===== src/rtl/filter_tx.sv =====
// filter_tx: serial line transmitter for the sig_in filter.
// Each frame is a START symbol (line 1), DATA_W payload bits sent MSB first,
// and a STOP symbol (line 0). Every symbol is held HOLD clock cycles.
// Optionally, the first cycle of every payload bit period is inverted so that
// the downstream glitch filter can be exercised. START/STOP are never glitched,
// and glitching is suppressed when HOLD=3 because too few correct cycles would
// remain in each bit period.
//
// All outputs are registers. They are loaded from the decoded line level of the
// next state, so the line rises on the same edge that accepts the word.
module filter_tx #(
    parameter int HOLD   = 4,   // cycles per line symbol, legal range 3..15
    parameter int DATA_W = 8    // payload bits per frame
) (
    input  logic              clock,
    input  logic              reset,      // asynchronous, active-low
    input  logic [DATA_W-1:0] tx_data,
    input  logic              tx_valid,
    output logic              tx_ready,
    input  logic              glitch_en,
    output logic              sig_out,
    output logic              busy
);

    localparam int CW = (HOLD > 2) ? $clog2(HOLD) : 1;
    localparam int BW = (DATA_W > 1) ? $clog2(DATA_W) : 1;

    localparam logic [CW-1:0] CNT_LAST  = CW'(HOLD - 1);
    localparam logic [BW-1:0] BIT_LAST  = BW'(DATA_W - 1);
    // With HOLD=3 a glitch would leave only two correct cycles per bit.
    localparam logic          GLITCH_OK = (HOLD >= 4);

    typedef enum logic [1:0] {
        IDLE  = 2'd0,
        START = 2'd1,
        DATA  = 2'd2,
        STOP  = 2'd3
    } state_t;

    state_t            state;
    state_t            state_next;
    logic [CW-1:0]     cyc_cnt;
    logic [CW-1:0]     cyc_cnt_next;
    logic [BW-1:0]     bit_cnt;
    logic [BW-1:0]     bit_cnt_next;
    logic [DATA_W-1:0] data_q;
    logic [DATA_W-1:0] data_next;
    logic              glitch_q;
    logic              glitch_next;

    logic              handshake;
    logic              sym_done;
    logic [BW-1:0]     bit_idx;
    logic              data_bit;
    logic              glitch_now;
    logic              sig_next;
    logic              busy_next;
    logic              ready_next;

    // tx_ready is only ever high in IDLE, so this is the IDLE handshake.
    assign handshake = tx_valid & tx_ready;
    // Last cycle of the current line symbol.
    assign sym_done  = (cyc_cnt == CNT_LAST);

    // State register: FSM state, symbol/bit counters and the captured word.
    always_ff @(posedge clock or negedge reset) begin
        if (!reset) begin
            state    <= IDLE;
            cyc_cnt  <= '0;
            bit_cnt  <= '0;
            data_q   <= '0;
            glitch_q <= 1'b0;
        end else begin
            state    <= state_next;
            cyc_cnt  <= cyc_cnt_next;
            bit_cnt  <= bit_cnt_next;
            data_q   <= data_next;
            glitch_q <= glitch_next;
        end
    end

    // Next-state logic: counters restart at 0 on the same edge as every
    // state change, so each symbol is exactly HOLD cycles long.
    always_comb begin
        state_next   = state;
        cyc_cnt_next = cyc_cnt + 1'b1;
        bit_cnt_next = bit_cnt;
        data_next    = data_q;
        glitch_next  = glitch_q;

        case (state)
            IDLE: begin
                cyc_cnt_next = '0;
                bit_cnt_next = '0;
                if (handshake) begin
                    state_next  = START;
                    data_next   = tx_data;
                    glitch_next = glitch_en;
                end
            end

            START: begin
                if (sym_done) begin
                    state_next   = DATA;
                    cyc_cnt_next = '0;
                    bit_cnt_next = '0;
                end
            end

            DATA: begin
                if (sym_done) begin
                    cyc_cnt_next = '0;
                    if (bit_cnt == BIT_LAST) begin
                        state_next   = STOP;
                        bit_cnt_next = '0;
                    end else begin
                        bit_cnt_next = bit_cnt + 1'b1;
                    end
                end
            end

            STOP: begin
                if (sym_done) begin
                    state_next   = IDLE;
                    cyc_cnt_next = '0;
                end
            end

            default: begin
                state_next   = IDLE;
                cyc_cnt_next = '0;
                bit_cnt_next = '0;
            end
        endcase
    end

    // Output decode of the next state: line level, busy and ready values
    // that the output registers take on the coming edge.
    always_comb begin
        bit_idx    = BIT_LAST - bit_cnt_next;
        data_bit   = data_q[bit_idx];
        glitch_now = glitch_q & GLITCH_OK & (cyc_cnt_next == '0);
        sig_next   = 1'b0;
        busy_next  = 1'b1;
        ready_next = 1'b0;

        case (state_next)
            IDLE: begin
                sig_next   = 1'b0;
                busy_next  = 1'b0;
                ready_next = 1'b1;
            end
            START:   sig_next = 1'b1;
            DATA:    sig_next = data_bit ^ glitch_now;
            STOP:    sig_next = 1'b0;
            default: sig_next = 1'b0;
        endcase
    end

    // Output registers. tx_ready resets low and rises on the first edge
    // after reset is released, so no word can be taken during reset.
    always_ff @(posedge clock or negedge reset) begin
        if (!reset) begin
            sig_out  <= 1'b0;
            busy     <= 1'b0;
            tx_ready <= 1'b0;
        end else begin
            sig_out  <= sig_next;
            busy     <= busy_next;
            tx_ready <= ready_next;
        end
    end

endmodule

===== config.mk =====
export PLATFORM = sky130hd
export DESIGN_NAME = filter_tx
export DESIGN_NICKNAME = d
export VERILOG_FILES = /design/src/rtl/filter_tx.sv
export SDC_FILE = /design/constraint.sdc
export NUM_CORES = 1
export LEC_CHECK = 0
export CAP_MARGIN = 0
export CORE_UTILIZATION = 41
export DETAILED_ROUTE_END_ITERATION = 7
export HOLD_SLACK_MARGIN = 0.1
export SLEW_MARGIN = 40
export SYNTH_ARGS = -nofsm -noshare
export SYNTH_HDL_FRONTEND = slang
export SYNTH_SLANG_ARGS = --single-unit

===== constraint.sdc =====
create_clock -name clock -period 6 [get_ports clock]
set_input_delay 0.9 -clock clock [delete_from_list [all_inputs] [get_ports clock]]
set_output_delay 0.9 -clock clock [all_outputs]
set_load 0.005 [all_outputs]

==> summary.md, run 1 <==
| Metric | Value |
|---|---|
| R2r worst-path depth | 9 |
| CTS resizes | 0 |
| Total wire length | 1540 um |
| Critical Path End | sig_out$_DFF_PN0_ |
| Max Cap Violations | 0 |
| Final Setup Violations | 0 |
| Vias | 615 |
| GRT Overall Usage | 15.2% |
| Max Buffers Root-to-Sink | 2 |
| Max FO, Critical Path | 12 |
| Worst setup SP type | input pin |
| CP arrival | 2.68 ns |
| First-pass GRT wire length | 2790 um |
| Top cells by area, synth | dfrtp_1, mux2_2, ha_1, inv_1, o221ai_1 |
| Max_slew headroom | 69.0% |
| Worst setup path class | in2reg |
| Crit path launch | tx_valid |
| Via density | 4.96 |
| Post-route ant nets | 0 |
| CTS Hold Bufs | 0 |
| DP HPWL | 1180 um |
| Setup TNS | 0 ns |
| Core area | 2190 um^2 |
| Skew-Pair Late Insertion Delay | 0.29 ns |
| Post-synthesis sequential area ratio | 50.3% |
| Clock Skew | 0.00480 ns |
| Origin of the critical flop-to-flop path | bit_cnt[0]$_DFF_PN0_ |
| # fillers | 202 |
| Pwr dens | 401 nW/um^2 |
| CTS tree | built |
| Port-buffer cells | 14 |
| Gr ovfl total | 0 |
| Hold Path Class | reg2reg |
| Slew Limit Fails | 0 |
| R2R Setup Slk | 3.70 ns |
| Starting Density | 43.2% |
| Lkg Pwr | 0.531 nW |
| # DRC | 0 |
| Dpl cells | 120 |
| Req. time, crit path | 6.20 ns |
| CTS Buf Count | 3 |
| Final hold violation count | 0 |
| Most common cell after layout, fill and taps aside | dfrtp_1 |
| Die Span Y | 50.0 um |
| Syn avg cell area | 11.8 um^2 |
| Share of layout cells above drive strength 1 | 24.0% |
| Vias in the first global route | 630 |
| Hold path startpoint | cyc_cnt[0]$_DFF_PN0_ |
| Unrepaired setup endpoints after global routing | no |
| Slew @ Worst Pin | 0.466 ns |
| Detailed Routing Iterations Pass 1 | 2 |
| Syn. warnings | 0 |
| Post-CTS setup-driven buffer insertion count | 0 |
| # IOs | 15 |
| ANT cells | 0 |
| Row count | 17 |
| Distinct cells, synth | 32 |
| Final Instance Count excl. Fillers | 124 |
| Routability Congestion | 0.809 |
| Fmax | 0.403 GHz |
| Die ar. | 2500 um^2 |
| Fin crit share | 41.3% |
| H-tree depth | 1 |
| Crit end category | flop |
| Clock Tree Root | clkbuf_4 |
| R2R Path End | sig_out$_DFF_PN0_ |
| Synth top area share | 50.3% |
| Clock period minus final worst setup slack | 2.48 ns |
| Avg WL per Cell | 12.4 um |
| Flops & latches, synth | 19 |
| Synth Instances | 80 |
| Die width | 50.0 um |
| Most frequent cells in the layout | dfrtp_1, clkdlybuf4s50_1, inv_1 |
| Synth Net Count | 97 |
| Initial antenna violation count | 0 |
| Max VDD drop | 0.190 mV |
| DRT iter0 DRCs | 5 |
| Mapped Area | 946 um^2 |
| Clk sinks | 19 |
| Area leader, netlist | dfrtp_1 |
| Status | finished clean |
| Nets@finish | 114 |
| Area grow syn2layout | 19.3% |
| Largest net degree at the start of global routing | 20 |
| Clk slew on worst S/H paths | 0.10 ns |
how the worst min path moves through the flow:
| stage | to | slack (ns) | depth (start not counted) |
|---|---|---|---|
| 6_report | cyc_cnt[0]$_DFF_PN0_ | 0.48 | 1 |
| 5_1_grt | cyc_cnt[0]$_DFF_PN0_ | 0.51 | 1 |
| 4_1_cts | cyc_cnt[0]$_DFF_PN0_ | 0.48 | 1 |
| 3_5_place_dp | cyc_cnt[0]$_DFF_PN0_ | 0.46 | 1 |
| 3_3_place_gp | cyc_cnt[0]$_DFF_PN0_ | 0.45 | 1 |
| 2_1_floorplan | cyc_cnt[0]$_DFF_PN0_ | 0.44 | 1 |
final cells by class:
type                       instances  area [um^2]  share of cell area [%]
clock inverter                     1         5.00                   0.443
sequential                        19          475                    42.1
timing repair buffer              14          135                    12.0
multi-input combinational         50          422                    37.4
tap                               28         35.0                    3.10
inverter                           9         33.8                    2.99
clock buffer                       3         22.5                    2.00
synthesized netlist by cell type:
| library cell | count |
|---|---|
| a21oi_1 | 1 |
| mux2_2 | 8 |
| nor3_1 | 1 |
| o221ai_1 | 2 |
| and3_1 | 2 |
| a221o_1 | 1 |
| o22ai_2 | 1 |
| nor2_1 | 3 |
| nand2_1 | 4 |
| mux2i_1 | 1 |
| o21ba_1 | 1 |
| and4bb_4 | 1 |
| xnor2_1 | 1 |
| o31ai_2 | 1 |
| nor2b_1 | 1 |
| inv_1 | 9 |
| a31oi_1 | 1 |
| or2_4 | 1 |
| o21ai_0 | 3 |
| o21a_1 | 2 |
| a21bo_2 | 1 |
| and2_4 | 1 |
| dfrtp_1 | 19 |
| clkbuf_1 | 1 |
| and2b_2 | 1 |
| o211ai_1 | 1 |
| a32oi_1 | 1 |
| ha_1 | 5 |
| or2_2 | 2 |
| a211oi_1 | 1 |
| and2_2 | 1 |
| buf_6 | 1 |
worst max-delay path, cell delays in order:
cell             delay, ns
clkdlybuf4s50_1       0.44
and3_1                0.44
a31oi_1               0.09
o21a_1                0.16
ha_1                  0.29
or2_2                 0.30
o31ai_2               0.06
logic make-up (layout without fill, tap and decap cells):
group	after synthesis	after routing	synth area share (%)
buffers and inverters	11	27	5.16
XOR/XNOR	1	1	0.926
flip-flops	19	19	50.3
AO/OA/AOI/OAI	17	17	14.6
adder cells (fa/ha/maj)	5	5	6.61
AND/OR/NAND/NOR	18	18	11.9
multiplexers	9	9	10.6
report_power, final:
part	internal [W]	switching (W)
clock	0.0000248	0.0000380
combinational	0.000104	0.0000828
sequential	0.000174	0.0000292
total	0.000303	0.000150
through the flow:
stage	hold WS [ns]	area [um^2]	power, W	utilization (%)	setup WS [ns]
2_1_floorplan	0.439	946	0.000339	-	3.71
3_3_place_gp	0.452	1110	0.000388	50.5	3.25
3_5_place_dp	0.464	1100	0.000395	50.3	3.19
4_1_cts	0.478	1130	0.000459	51.5	3.51
5_1_grt	0.512	1130	0.000492	51.5	3.40
6_report	0.482	1130	0.000453	51.5	3.52
state kept, by name, indices dropped and copies added, names as in the netlist:
name / flops
busy: 1
bit_cnt: 3
sig_out: 1
data_q: 8
state: 2
cyc_cnt: 2
tx_ready: 1
glitch_q: 1
layer usage:
| metal | vias up | GRT usage [%] | part of all wire (%) |
|---|---|---|---|
| li1 | 310 | - | - |
| met1 | 296 | 21.4 | 51 |
| met2 | 7 | 22.4 | 46 |
| met3 | 2 | 1.85 | 1.6 |
| met4 | 0 | 8.57 | 1.1 |
| met5 | - | 0 | 0 |
Power figures use the tool's default switching activity.
==> run 2, diff against run 1 <==
==> constraint.sdc (replaced) <==
create_clock -name clock -period 2.4 [get_ports clock]
set_input_delay 0.36 -clock clock [delete_from_list [all_inputs] [get_ports clock]]
set_output_delay 0.36 -clock clock [all_outputs]
set_load 0.005 [all_outputs]
==> summary.md, run 2 (synthesized netlist as in run 1, its figures left out) <==
| Metric | Value |
|---|---|
| Status | finished clean |
| Lkg Pwr | 0.537 nW (+1.1%) |
| Crit end category | flop |
| GRT Overall Usage | 15.2% (+0.015 points) |
| Unrepaired setup endpoints after global routing | no |
| Final Setup Violations | 0 (unchanged) |
| Worst setup SP type | flop |
| Hold slack | 0.386 ns (-0.0955 ns) |
| Gr ovfl total | 0 (unchanged) |
| H-tree depth | 1 (unchanged) |
| First-pass GRT wire length | 2790 um (unchanged) |
| Most common cell after layout, fill and taps aside | dfrtp_1 |
| # IOs | 15 (unchanged) |
| Fin crit share | 95.4% |
| R2r worst-path depth | 8 (-1) |
| Setup TNS | 0 ns (unchanged) |
| Max Cap Violations | 0 (unchanged) |
| Met2 WL post-DR | 730 um (+3.1%) |
| Vias | 645 (+4.9%) |
| Skew-Pair Late Insertion Delay | 0.29 ns (about the same) |
| Max reg flops | 8 (unchanged) |
| Die ar. | 2500 um^2 (unchanged) |
| Top delay family on crit path | simple AND/OR/NAND/NOR gates |
| Clk slew on worst S/H paths | 0.10 ns (about the same) |
| Final hold violation count | 0 (unchanged) |
| Metal3 WL | 46 um (+92%) |
| ANT cells | 0 (unchanged) |
| Clock Tree Root | clkbuf_4 |
| Fmax | 0.437 GHz |
| Via density | 5.12 (+3.2%) |
| Pwr dens | 998 nW/um^2 (+150%) |
| Vias in the first global route | 625 (-0.79%) |
| Max_slew headroom | 81.0% (+12 points) |
| CP arrival | 2.48 ns (-0.20 ns) |
| Clk sinks | 19 (unchanged) |
| Max FO, Critical Path | 4 (-8) |
| Starting Density | 43.2% (unchanged) |
| Req. time, crit path | 2.59 ns (-3.61 ns) |
| Hold Path Class | in2async |
| Clock Skew | 0.000979 ns (-0.00382 ns) |
| Post-CTS setup-driven buffer insertion count | 0 (unchanged) |
| # DRC | 0 (unchanged) |
| Met1 wire length | 776 um (-1.9%) |
| CP Cell Sequence | ha_2 > ha_1 > and4bb_4 > and2_4 > a211oi_1 > a221o_1 > and3_1 > o31ai_2 |
| Detailed Routing Iterations Pass 1 | 2 (unchanged) |
| Top Registers | data_q (8), bit_cnt (3) |
| DP HPWL | 1230 um (+4.4%) |
| Worst setup path class | reg2reg |
| Slew @ Worst Pin | 0.283 ns (-0.183 ns) |
| Most flops, register | data_q |
| CTS Buf Count | 3 (unchanged) |
| Die Span Y | 50.0 um (unchanged) |
| Max Buffers Root-to-Sink | 2 (unchanged) |
| Routability Congestion | 0.771 (-4.7%) |
| Avg WL per Cell | 12.7 um (+2.1%) |
| Area grow syn2layout | 22.5% |
| R2R Path End | sig_out$_DFF_PN0_ |
| Critical-path top delay cell | dfrtp_2 |
| Die width | 50.0 um (unchanged) |
| Core area | 2190 um^2 (unchanged) |
| DRT iter0 DRCs | 20 (+15) |
| Nets@finish | 116 (+1.8%) |
| Row count | 17 (unchanged) |
| Slew Limit Fails | 0 (unchanged) |
| CTS tree | built |
| Share of layout cells above drive strength 1 | 26.5% (+2.6 points) |
| Initial antenna violation count | 0 (unchanged) |
| Largest net degree at the start of global routing | 20 (unchanged) |
| Buf+Inv Stages, Crit Path | 0 (-1) |
| Dpl cells | 122 (+1.7%) |
| Post-route ant nets | 0 (unchanged) |
| Clock period minus final worst setup slack | 2.29 ns |
| Top sig layer | met4 |
| R2R Setup Slk | 0.11 ns (-3.59 ns) |
| Final Instance Count excl. Fillers | 126 (+1.6%) |
| Most frequent cells in the layout | dfrtp_1, clkdlybuf4s50_1, inv_1, mux2_2 |
| Max VDD drop | 0.594 mV (+210%) |
| Origin of the critical flop-to-flop path | bit_cnt[0]$_DFF_PN0_ |
| Port-buffer cells | 14 (unchanged) |
| CP peak stage delay | 0.45 ns (about the same) |
| Total wire length | 1600 um (+3.8%) |
-- run 2: changes by cell type in the layout (fill, tap and decap cells not counted), sizes merged --
cell and change:
clkdlybuf4s50 +1, clkinv -1, buf +1, clkbuf +1
-- run 2: repair_timing --
| item | in CTS | in global routing |
|---|---|---|
| hold buffers | 0 | 0 |
| gates resized for setup | 0 | 4 |
| endpoints found under the setup margin | 0 | 1 |
-- run 2: worst reg2reg max path, delay by kind of cell, from the launching register on --
family                   cells  cell delay, ns
flip-flops                   1            0.45
adder cells (fa/ha/maj)      2            0.38
AND/OR/NAND/NOR              3            0.68
AO/OA/AOI/OAI                3            0.68
-- run 2: stage by stage --
stage	total power [W]	worst slack [ns]	utilization, %	area [um^2]
2_1_floorplan	0.000847	0.339	-	946
3_3_place_gp	0.000980	0.290	51.2	1120
3_5_place_dp	0.00101	0.165	51.2	1120
4_1_cts	0.00116	0.142	52.4	1150
5_1_grt	0.00125	0.0146	52.9	1160
6_report	0.00116	0.109	52.9	1160
-- run 2: worst max-delay path by stage --
| stage | startpoint | endpoint | cells past startpoint |
|---|---|---|---|
| floorplan | state[1]$_DFF_PN0_ | sig_out$_DFF_PN0_ | 9 |
| global placement | bit_cnt[0]$_DFF_PN0_ | sig_out$_DFF_PN0_ | 9 |
| detailed placement | bit_cnt[0]$_DFF_PN0_ | sig_out$_DFF_PN0_ | 9 |
| CTS | bit_cnt[0]$_DFF_PN0_ | sig_out$_DFF_PN0_ | 9 |
| global route | cyc_cnt[0]$_DFF_PN0_ | sig_out$_DFF_PN0_ | 7 |
| finish | bit_cnt[0]$_DFF_PN0_ | sig_out$_DFF_PN0_ | 8 |
-- run 2: final cells by class --
class / instances / area (um^2)
Timing Repair Buffer: 16 / 155
Multi-Input combinational cell: 50 / 432
Tap cell: 28 / 35.0
Fill cell: 200 / 1030
Clock buffer: 4 / 26.3
Inverter: 9 / 33.8
Sequential cell: 19 / 477
-- run 2: report_power, final --
part           switching [W]  internal, W  total, W
sequential         0.0000776     0.000436  0.000514
combinational       0.000219     0.000267  0.000487
clock              0.0000917    0.0000646  0.000156
-- run 2: per-layer routing --
| metal | vias to the layer above | global-route usage (%) |
|---|---|---|
| met5 | - | 0 |
| met4 | 0 | 9.52 |
| met3 | 6 | 2.47 |
| met2 | 11 | 24.2 |
| met1 | 307 | 19.0 |
| li1 | 321 | - |
==> run 3, diff against run 2 <==
--- a/config.mk
+++ b/config.mk
@@ -8,6 +8,7 @@
 export CAP_MARGIN = 0
 export CORE_UTILIZATION = 41
 export DETAILED_ROUTE_END_ITERATION = 7
+export GPL_TIMING_DRIVEN = 0
 export HOLD_SLACK_MARGIN = 0.1
 export SLEW_MARGIN = 40
 export SYNTH_ARGS = -nofsm -noshare
==> constraint.sdc (replaced) <==
create_clock -name clock -period 2.8 [get_ports clock]
set_input_delay 0.42 -clock clock [delete_from_list [all_inputs] [get_ports clock]]
set_output_delay 0.42 -clock clock [all_outputs]
set_load 0.005 [all_outputs]
==> summary.md, run 3 (synthesized netlist as in run 1, its figures left out) <==
| Metric | Value |
|---|---|
| Vias in the first global route | 615 (-1.6%) |
| Die Span Y | 50.0 um (unchanged) |
| Unrepaired setup endpoints after global routing | no |
| Most flops, register | data_q |
| Clock Skew | 0.00356 ns (+0.00258 ns) |
| Gr ovfl total | 0 (unchanged) |
| CTS Buf Count | 3 (unchanged) |
| Total wire length | 1490 um (-7.1%) |
| Combinational Power Share | 42.6% (+0.5 points) |
| Lkg Pwr | 0.540 nW (+0.55%) |
| Crit end category | flop |
| Final hold violation count | 0 (unchanged) |
| CP Cell Sequence | buf_6 > nor2_1 > and3_1 > clkbuf_1 > a31oi_1 > o21a_1 > ha_1 > or2_2 > o31ai_2 |
| Max reg flops | 8 (unchanged) |
| CP peak stage delay | 0.40 ns (-0.05 ns) |
| DP HPWL | 1140 um (-7.8%) |
| Most common cell after layout, fill and taps aside | dfrtp_1 |
| P_int | 0.000662 W (-14%) |
| Fmax | 0.427 GHz (-2.3%) |
| Vias | 629 (-2.5%) |
| Hold Path Stages | 1 |
| # DRC | 0 (unchanged) |
| CTS resizes | 0 (unchanged) |
| Initial antenna violation count | 0 (unchanged) |
| Worst setup SP type | flop |
| ANT cells | 0 (unchanged) |
| Max Cap Violations | 0 (unchanged) |
| Clk sinks | 19 (unchanged) |
| Post-route ant nets | 0 (unchanged) |
| R2r worst-path depth | 9 (+1) |
| Slew Limit Fails | 0 (unchanged) |
| GRT Overall Usage | 14.6% (-0.69 points) |
| Req. time, crit path | 3.01 ns (+0.42 ns) |
| CTS tree | built |
| First-pass GRT wire length | 2680 um (-4.2%) |
| Status | finished clean |
| Max VDD drop | 0.441 mV (-26%) |
| CP arrival | 2.55 ns (+0.07 ns) |
| Nets@finish | 117 (+0.86%) |
| Core area | 2190 um^2 (unchanged) |
| Detailed Routing Iterations Pass 1 | 3 (+1) |
| Final Setup Violations | 0 (unchanged) |
| Port-buffer cells | 14 (unchanged) |
| Max Buffers Root-to-Sink | 2 (unchanged) |
| Critical-path top delay cell | clkbuf_1 |
| Top Registers | data_q (8), bit_cnt (3) |
| # IOs | 15 (unchanged) |
| Clock Tree Root | clkbuf_4 |
| Switch share | 32.1% (-1.5 points) |
| Clock period minus final worst setup slack | 2.34 ns (+0.0539 ns) |
| Most frequent cells in the layout | dfrtp_1, clkdlybuf4s50_1, inv_1 |
| Share of layout cells above drive strength 1 | 23.2% (-3.3 points) |
| DRT iter0 DRCs | 4 (-80%) |
| Starting Density | 43.2% (unchanged) |
| H-tree depth | 1 (unchanged) |
| Max_slew headroom | 69.2% (-12 points) |
| NetSw | 0.000313 W (-19%) |
| Area grow syn2layout | 21.8% |
| Reg power frac | 43.7% (-0.7 points) |
| Avg WL per Cell | 11.7 um (-7.8%) |
| Skew-Pair Late Insertion Delay | 0.29 ns (about the same) |
| Die ar. | 2500 um^2 (unchanged) |
| Slew @ Worst Pin | 0.463 ns (+0.180 ns) |
| Worst setup path class | reg2reg |
| Hold slack | 0.474 ns (+0.0879 ns) |
| Die width | 50.0 um (unchanged) |
| Pwr dens | 846 nW/um^2 (-15%) |
| Max FO, Critical Path | 10 (+6) |
| Row count | 17 (unchanged) |
| Via density | 4.95 (-3.2%) |
| Hold Path Class | reg2reg |
| R2R Setup Slk | 0.46 ns (+0.35 ns) |
| Fin crit share | 83.7% (-12 points) |
| Clk pwr share | 13.7% (+0.2 points) |
| Largest net degree at the start of global routing | 20 (unchanged) |
| Routability Congestion | 0.819 (+6.3%) |
| Clk slew on worst S/H paths | 0.10 ns (about the same) |
| Setup TNS | 0 ns (unchanged) |
run 3: final cells by class:
cell class / instances / area, um^2
Tap cell: 28 / 35.0
Timing Repair Buffer: 15 / 145
Fill cell: 210 / 1040
Inverter: 9 / 33.8
Sequential cell: 19 / 475
Buffer: 2 / 15.0
Clock buffer: 4 / 26.3
Multi-Input combinational cell: 50 / 422
run 3: power by group through the flow:
stage / logic [W] / clock network, W / registers, W
after detailed placement: 0.000422 / 0 / 0.000435
after floorplan: 0.000303 / 0 / 0.000423
final: 0.000416 / 0.000133 / 0.000426
after CTS: 0.000425 / 0.000142 / 0.000428
after global placement: 0.000417 / 0 / 0.000432
after global routing: 0.000483 / 0.000150 / 0.000443
run 3: path summary, 6_finish.rpt:
check,from,to
worst min-delay path,cyc_cnt[0]$_DFF_PN0_,cyc_cnt[0]$_DFF_PN0_
max in group asynchronous,reset,data_q[3]$_DFFE_PN0P_
worst max register to register,state[1]$_DFF_PN0_,sig_out$_DFF_PN0_
worst min register to register,cyc_cnt[0]$_DFF_PN0_,cyc_cnt[0]$_DFF_PN0_
min in group asynchronous,reset,sig_out$_DFF_PN0_
worst max-delay path,state[1]$_DFF_PN0_,sig_out$_DFF_PN0_
run 3: what timing repair did:
item | in CTS | in global routing
setup buffers | 0 | 0
hold buffers | 1 | 0
endpoints found under the hold margin | 19 | 0
run 3: metrics by stage:
step	std cells	cell area (um^2)	util, %	power [W]	setup slack [ns]
after CTS	127	1150	52.6	0.000996	0.412
final	127	1150	52.6	0.000975	0.456
after floorplan	80	946	-	0.000726	0.739
after global routing	127	1150	52.6	0.00108	0.174
after global placement	122	1120	51.2	0.000849	0.311
after detailed placement	122	1120	50.9	0.000856	0.307
run 3: per-layer routing:
metal / routed length [um] / track usage (%)
met1: 760 / 19.7
met2: 686 / 22.7
met3: 28 / 1.85
met4: 12 / 7.14
met5: 0 / 0
run 3: worst max-delay path, delay by kind of cell, from the launching register on:
kind | cells | cell delay, ns
AO/OA/AOI/OAI | 3 | 0.30
buffers and inverters | 2 | 0.53
AND/OR/NAND/NOR | 3 | 0.76
flip-flops | 1 | 0.39
adder cells (fa/ha/maj) | 1 | 0.29
